<file path="src/rtl/fork_outport_tx_pkg.sv">
// Shared definitions for the fork_outport_tx link transmitter.
// Holds the FSM state encoding, which also appears on the debug port.
package fork_outport_tx_pkg;

  typedef enum logic [1:0] {
    ST_IDLE  = 2'd0,
    ST_PROBE = 2'd1,
    ST_SEND  = 2'd2
  } state_t;

endpackage

</file>
<file path="src/rtl/fork_outport_tx_vc.sv">
// Per-VC FIFO holding {head, data} entries, with a registered occupancy count.
// The parent only pushes when a slot is free or a pop happens in the same cycle.
module vc_fifo #(
  parameter int WIDTH = 17,
  parameter int DEPTH = 4,
  parameter int CW    = 3
) (
  input  logic             clk,
  input  logic             rs,
  input  logic             i_push,
  input  logic             i_pop,
  input  logic [WIDTH-1:0] i_din,
  output logic [WIDTH-1:0] o_head,
  output logic [CW-1:0]    o_count,
  output logic             o_empty,
  output logic             o_full
);
  localparam int AW = $clog2(DEPTH);

  logic [WIDTH-1:0] r_mem [DEPTH];
  logic [AW-1:0]    r_wr_ptr;
  logic [AW-1:0]    r_rd_ptr;
  logic [CW-1:0]    r_count;

  always_ff @(posedge clk) begin
    if (rs) begin
      r_wr_ptr <= '0;
      r_rd_ptr <= '0;
      r_count  <= '0;
    end else begin
      if (i_push) r_wr_ptr <= r_wr_ptr + AW'(1);
      if (i_pop)  r_rd_ptr <= r_rd_ptr + AW'(1);
      case ({i_push, i_pop})
        2'b10:   r_count <= r_count + CW'(1);
        2'b01:   r_count <= r_count - CW'(1);
        default: r_count <= r_count;
      endcase
    end
  end

  // When full, a same-cycle push lands on the slot being read out, which is safe.
  always_ff @(posedge clk) begin
    if (i_push) r_mem[r_wr_ptr] <= i_din;
  end

  assign o_head  = r_mem[r_rd_ptr];
  assign o_count = r_count;
  assign o_empty = (r_count == '0);
  assign o_full  = (r_count == CW'(DEPTH));

endmodule

</file>
<file path="src/rtl/fork_outport_tx.sv">
// Output-port link transmitter: per-VC FIFOs, round-robin VC selection with a
// burst cap, and a PROBE/SEND handshake against the downstream ready.
module fork_outport_tx
  import fork_outport_tx_pkg::*;
#(
  parameter int no_vc                      = 13,
  parameter int floorplusone_log2_no_vc    = 4,
  parameter int phit_size                  = 16,
  parameter int buf_size                   = 4,
  parameter int floorplusone_log2_buf_size = 3,
  parameter int max_burst                  = 8
) (
  input  logic                               clk,
  input  logic                               rs,
  input  logic [phit_size-1:0]               wr_data,
  input  logic                               wr_head,
  input  logic [floorplusone_log2_no_vc-1:0] wr_vc,
  input  logic                               wr_en,
  output logic [no_vc-1:0]                   full_vec,
  output logic                               ovf_err,
  output logic [phit_size-1:0]               outdata,
  output logic                               out_new,
  output logic                               outsent_req,
  output logic [floorplusone_log2_no_vc-1:0] outvc_no,
  input  logic                               ready,
  output state_t                             o_dbg_state
);
  localparam int VW = floorplusone_log2_no_vc;
  localparam int CW = floorplusone_log2_buf_size;
  localparam int BW = $clog2(max_burst) + 1;
  localparam int EW = phit_size + 1;

  // Handshake: a phit transfers in exactly the cycles where out_new=1, which
  // requires SEND, ready=1 and a non-empty current VC; outvc_no was set on
  // the edge into the preceding PROBE, so ready always refers to it.
  state_t          r_state, w_next_state;
  logic [VW-1:0]   r_cur_vc, r_rr_ptr, r_outvc_no;
  logic [BW-1:0]   r_burst_cnt;
  logic            r_ovf;

  logic [no_vc-1:0] w_empty, w_full, w_push, w_pop, w_wr_sel;
  logic [EW-1:0]    w_head_arr [no_vc];
  logic [CW-1:0]    w_count    [no_vc];
  logic             w_out_new, w_ovf, w_empty_after, w_burst_done, w_leave;
  logic [VW-1:0]    w_cur_inc, w_pick;
  logic             w_pick_valid;
  logic [no_vc-1:0] w_mask, w_mask_excl;
  int               w_start;

  for (genvar v = 0; v < no_vc; v++) begin : g_vc
    vc_fifo #(.WIDTH(EW), .DEPTH(buf_size), .CW(CW)) u_fifo (
      .clk     (clk),
      .rs      (rs),
      .i_push  (w_push[v]),
      .i_pop   (w_pop[v]),
      .i_din   ({wr_head, wr_data}),
      .o_head  (w_head_arr[v]),
      .o_count (w_count[v]),
      .o_empty (w_empty[v]),
      .o_full  (w_full[v])
    );
  end

  // FIFO write/pop control; a pop on a full VC frees room for a same-cycle write.
  always_comb begin
    w_ovf = 1'b0;
    for (int v = 0; v < no_vc; v++) begin
      w_wr_sel[v] = wr_en && (wr_vc == VW'(v));
      w_pop[v]    = w_out_new && (r_cur_vc == VW'(v));
      w_push[v]   = w_wr_sel[v] && (!w_full[v] || w_pop[v]);
      if (w_wr_sel[v] && w_full[v] && !w_pop[v]) w_ovf = 1'b1;
    end
    w_empty_after = w_out_new && (w_count[r_cur_vc] == CW'(1)) && !w_push[r_cur_vc];
    w_burst_done  = w_out_new && (r_burst_cnt == BW'(max_burst - 1));
    w_leave       = !w_out_new || w_empty_after || w_burst_done;
    w_cur_inc     = (r_cur_vc == VW'(no_vc - 1)) ? '0 : r_cur_vc + VW'(1);
  end

  // Find first eligible VC at or after the start pointer, cyclically.
  always_comb begin
    int idx;
    idx         = 0;
    w_mask      = ~w_empty;
    w_start     = int'(r_rr_ptr);
    w_mask_excl = '0;
    if (r_state == ST_SEND) begin
      w_start = int'(w_cur_inc);
      if (w_empty_after) w_mask[r_cur_vc] = 1'b0;
      w_mask_excl = w_mask;
      w_mask_excl[r_cur_vc] = 1'b0;
      if (!w_out_new && (w_mask_excl != '0)) w_mask = w_mask_excl;
    end
    w_pick_valid = 1'b0;
    w_pick       = '0;
    for (int i = 0; i < no_vc; i++) begin
      idx = w_start + i;
      if (idx >= no_vc) idx = idx - no_vc;
      if (!w_pick_valid && w_mask[idx]) begin
        w_pick_valid = 1'b1;
        w_pick       = VW'(idx);
      end
    end
  end

  always_ff @(posedge clk) begin
    if (rs) r_state <= ST_IDLE;
    else    r_state <= w_next_state;
  end

  always_comb begin
    w_next_state = r_state;
    case (r_state)
      ST_IDLE:  if (w_pick_valid) w_next_state = ST_PROBE;
      ST_PROBE: w_next_state = ST_SEND;
      ST_SEND:  if (w_leave) w_next_state = w_pick_valid ? ST_PROBE : ST_IDLE;
      default:  w_next_state = ST_IDLE;
    endcase
  end

  always_comb begin
    w_out_new   = (r_state == ST_SEND) && ready && !w_empty[r_cur_vc];
    out_new     = w_out_new;
    outdata     = w_out_new ? w_head_arr[r_cur_vc][phit_size-1:0] : '0;
    outsent_req = w_out_new ? w_head_arr[r_cur_vc][phit_size] : 1'b0;
  end

  always_ff @(posedge clk) begin
    if (rs) begin
      r_cur_vc    <= '0;
      r_rr_ptr    <= '0;
      r_outvc_no  <= '0;
      r_burst_cnt <= '0;
      r_ovf       <= 1'b0;
    end else begin
      if (w_next_state == ST_PROBE) begin
        r_cur_vc   <= w_pick;
        r_outvc_no <= w_pick;
      end
      if (r_state == ST_SEND) begin
        if (w_leave) begin
          r_rr_ptr    <= w_cur_inc;
          r_burst_cnt <= '0;
        end else if (w_out_new) begin
          r_burst_cnt <= r_burst_cnt + BW'(1);
        end
      end
      if (w_ovf) r_ovf <= 1'b1;
    end
  end

  assign full_vec    = w_full;
  assign ovf_err     = r_ovf;
  assign outvc_no    = r_outvc_no;
  assign o_dbg_state = r_state;

endmodule
</file>
<file path="config.mk">
export PLATFORM = sky130hd
export DESIGN_NAME = fork_outport_tx
export DESIGN_NICKNAME = d
export VERILOG_FILES = /design/src/rtl/fork_outport_tx_pkg.sv /design/src/rtl/fork_outport_tx_vc.sv /design/src/rtl/fork_outport_tx.sv
export SDC_FILE = /design/constraint.sdc
export NUM_CORES = 2
export LEC_CHECK = 0
export CORE_MARGIN = 4
export CORE_UTILIZATION = 45
export CTS_CLUSTER_DIAMETER = 50
export DETAILED_ROUTE_END_ITERATION = 8
export PLACE_DENSITY = 0.64
export SETUP_SLACK_MARGIN = 0.1
export SYNTH_ARGS = -nofsm -noshare
export SYNTH_HDL_FRONTEND = slang
export SYNTH_HIERARCHICAL = 1
export SYNTH_SLANG_ARGS = --single-unit
</file>
<file path="constraint.sdc">
create_clock -name clk -period 8.81 [get_ports clk]
set_input_delay 1.3215 -clock clk [delete_from_list [all_inputs] [get_ports clk]]
set_output_delay 1.3215 -clock clk [all_outputs]
set_load 0.03 [all_outputs]
</file>
==> impl_results.md <==
- Status: finished clean
- Number of global-route vias before repair: 27870
- Crit Path Class: flip-flop to flip-flop
- Final period utilization: 0.8396
- DR vias: 28380
- Gpl congestion: 0.9278
- Relative slew slack: 0.07253
- Worst-path clk slew: 0.05 ns
- Crit Path Max Fanout: 22
- Design area: 52230 sq um
- Row count: 118
- Port Buffers: 62
- Drt total wl: 135.0 mm
- Post-CTS setup buffer count: 0
- RSZ-0062 raised after global routing: no
- DRT iter0 DRCs: 3409
- Post-synth EDFFs: 884
- Crit end category: flip-flop
- Sink Count: 1016
- Vias per std cell: 6.283
- Number of remaining DRC errors: 0
- Netlist Area Pre-Place: 46950 sq um
- Post-CTS sizing: 0
- Cell Pwr Density: 261.7 nW/um^2
- Post-synthesis net count: 3096
- Layout area overhead: 11.24%
- Area of the core: 103500 sq um
- DRT Pass-1 Iters: 7
- Arr. time, crit path: 7.91 ns
- Largest net degree at the start of global routing: 69
- TritonCTS clock tree: built
- # H-tree levels: 3
- Peak supply drop: 0.1940 mV
- Die height: 331.0 um
- Routed Antenna Nets: 0
- Final worst path period need: 7.397 ns
- Root buffer cell: clkbuf_16
- Hold-fix buffers at CTS: 0
- Fillers: 8431
- Final hold violation count: 0
- I/O pins: 63
- Ys async rst share: 0
- Synth warn: 6
- Worst Hold Class: flip-flop to flip-flop
- Critical Path RT: 9.32 ns
- CP max-delay cell: a21oi_1
- Post-DP HPWL: 91.50 mm
- DP Area: 48810 sq um
- Fin nets: 3178
- Yosys cell types: 109
- Setup TNS: 0 ns
- Max Slew Vio Count: 0
- Total global routing overflow: 0
- Actual slew at the worst max-slew pin: 1.381 ns
- Die area: 109600 sq um
- Finish-stage setup viols: 0
- Leakage power: 16.70 nW
- Seq cells post-synth: 1016
- WL/cell: 29.88 um
- Starting density of the core: 0.4537
- Maxcap violations: 0
- CP Cell Sequence: inv_1, ha_1, and2_1, o211ai_1, nand2_1, inv_2, ha_1, inv_1, o22ai_1, a211oi_1, a21oi_1, mux2i_1, a211oi_1, o41ai_1, and3_1, a21boi_2, nand3_4, a311oi_1, o21ai_1, o211ai_1, nor4bb_1, o32ai_1
- Fmax: 135.2 MHz
- Clk Latency, worst-skew pair: 0.70 ns
- Post-synthesis average cell area: 15.82 sq um
- CP delay by family, top: compound AO/OA/AOI/OAI gates
- Crit path buf inv count: 3
- Antenna violations before repair: 3
- CP startpoint kind: flip-flop
- DIE WIDTH: 331.0 um
- Layout cells sized above 1: 0.1585
- CTS Buffer Depth: 3
- CTS buffer count: 104
- Total track usage: 0.2460
- Worst clock skew: 0.07882 ns
- Seq/Total Area, Yosys: 0.6216
- Main synth FF type: edfxtp_1
- Cells after Synth: 2968
- First-pass GRT wire length: 195.7 mm
- Critical Path Max Stage Delay: 0.88 ns
==> placed cells by master (no fill, tap or decap), types with 10 or more instances in the layout <==
cell type and n:
a2111oi_0 11, a211o_1 12, a211oi_1 45, a21o_1 15, a21oi_1 98, a221oi_1 24, a31oi_1 28, a41oi_1 10
and2_1 61, and3_1 27, buf_2 17, buf_4 72, clkbuf_1 23, clkbuf_16 104, clkdlybuf4s50_1 44, clkinv_1 17
clkinv_2 21, dfxtp_1 130, edfxtp_1 884, fa_1 14, ha_1 89, inv_1 114, mux2i_1 61, mux4_1 91
mux4_2 189, nand2_1 129, nand2b_1 22, nand3_1 41, nor2_1 202, nor2b_1 16, nor3_1 59, nor4_1 14
o211ai_1 20, o21ai_0 51, o221ai_1 11, o31ai_1 14, or3_1 24, xnor2_1 52, xor2_1 39
==> tightest hold or removal path, stage by stage (launching register included) <==
cell	delay, ns
dfxtp_1	0.32
nand2_1	0.06
a21oi_1	0.05
==> final timing paths <==
check                      startpoint                  endpoint  slack [ns]  cells after the start
max reg2reg  outvc_no[1]$_SDFFE_PP0N_  outvc_no[2]$_SDFFE_PP0N_        1.41                     22
min          r_rr_ptr[1]$_SDFFE_PP0P_  r_rr_ptr[1]$_SDFFE_PP0P_        0.48                      2
min reg2reg  r_rr_ptr[1]$_SDFFE_PP0P_  r_rr_ptr[1]$_SDFFE_PP0P_        0.48                      2
max          outvc_no[1]$_SDFFE_PP0N_  outvc_no[2]$_SDFFE_PP0N_        1.41                     22
==> synth_stat cells, drive strengths merged (12+ instances only) <==
library cell,number,area (sq um)
a2111oi,13,120.1
nand2b,22,137.6
nand2,129,484.2
o21ai,58,290.3
a211oi,48,365.3
dfxtp,132,2643
or3,24,150.1
mux4,280,6648
a21o,15,112.6
o211ai,21,162.6
nor2b,16,100.1
edfxtp,884,26550
and2,62,390.4
xor2,39,341.6
buf,87,725.7
o31ai,15,126.4
and3,27,168.9
fa,14,280.3
nand3,43,240.2
o221ai,12,111.4
a31oi,28,175.2
inv,117,439.2
clkbuf,70,262.8
nor3,62,321.6
a211o,13,122.6
ha,89,1114
mux2i,63,634.4
xnor2,52,455.4
a221oi,25,225.2
nor4,16,106.4
nor2,202,758.2
a21oi,98,490.5
==> layout make-up <==
cell class | instances | area (sq um) | area share
flip-flops and latches | 1016 | 29200 | 0.5590
multi-input cells | 1676 | 16370 | 0.3134
clock buffers | 133 | 2771 | 0.05306
well taps | 1380 | 1727 | 0.03306
repair buffers | 133 | 1066 | 0.02041
clock inverters | 59 | 650.6 | 0.01246
inverters | 119 | 446.7 | 0.008552
diodes | 1 | 2.502 | 0.00004791
==> metrics by stage <==
| step | total power [W] | cells | worst slack [ns] | util | hold WS, ns |
|---|---|---|---|---|---|
| final | 0.01367 | 4517 | 1.413 | 0.5047 | 0.4801 |
| after global routing | 0.01421 | 4516 | 0.7466 | 0.5046 | 0.5149 |
| after CTS | 0.01367 | 4516 | 1.476 | 0.5046 | 0.4892 |
| after detailed placement | 0.009326 | 4324 | 1.560 | 0.4716 | 0.4769 |
| after global placement | 0.009393 | 4324 | 1.545 | 0.4716 | 0.4556 |
| after floorplan | 0.007882 | 2968 | 2.147 | - | 0.4357 |
==> sequential cells by signal, indices dropped and copies added, names as in the netlist, named ones only <==
name,cells
outvc_no,4
g_vc.u_fifo/r_rd_ptr,26
g_vc.u_fifo/o_count,39
ovf_err,1
r_rr_ptr,4
o_dbg_state,2
r_burst_cnt,4
g_vc.u_fifo/r_wr_ptr,26
g_vc.u_fifo/r_mem,884
==> where the power goes <==
part	switching [W]	internal, W	total (W)
clock network	0.00184	0.00251	0.00435
logic	0.00275	0.00125	0.00400
registers	0.0000585	0.00526	0.00532
total	0.00465	0.00902	0.0137
==> kinds of logic (layout without fill, tap and decap cells) <==
kind of cell / Yosys count / in the layout / share of synthesized area
compound gates: 473 / 473 / 0.07320
buf+inv: 276 / 444 / 0.03056
other cells: 0 / 1 / 0
fa+ha+maj: 103 / 103 / 0.02969
simple gates: 656 / 656 / 0.07046
xor+xnor: 91 / 91 / 0.01697
mux: 353 / 353 / 0.1575
flops: 1016 / 1016 / 0.6216
==> routing by layer <==
metal  routed length (um)  GRT usage  part of all wire  vias to the layer above
li1                     -          -                 -                    12050
met1                56970     0.3541              0.42                    14850
met2                63910     0.3922              0.47                     1261
met3                 9970    0.03647             0.074                      230
met4                 4134    0.07390             0.031                        0
met5                    0          0                 0                        -
Power figures use the tool's default switching activity.
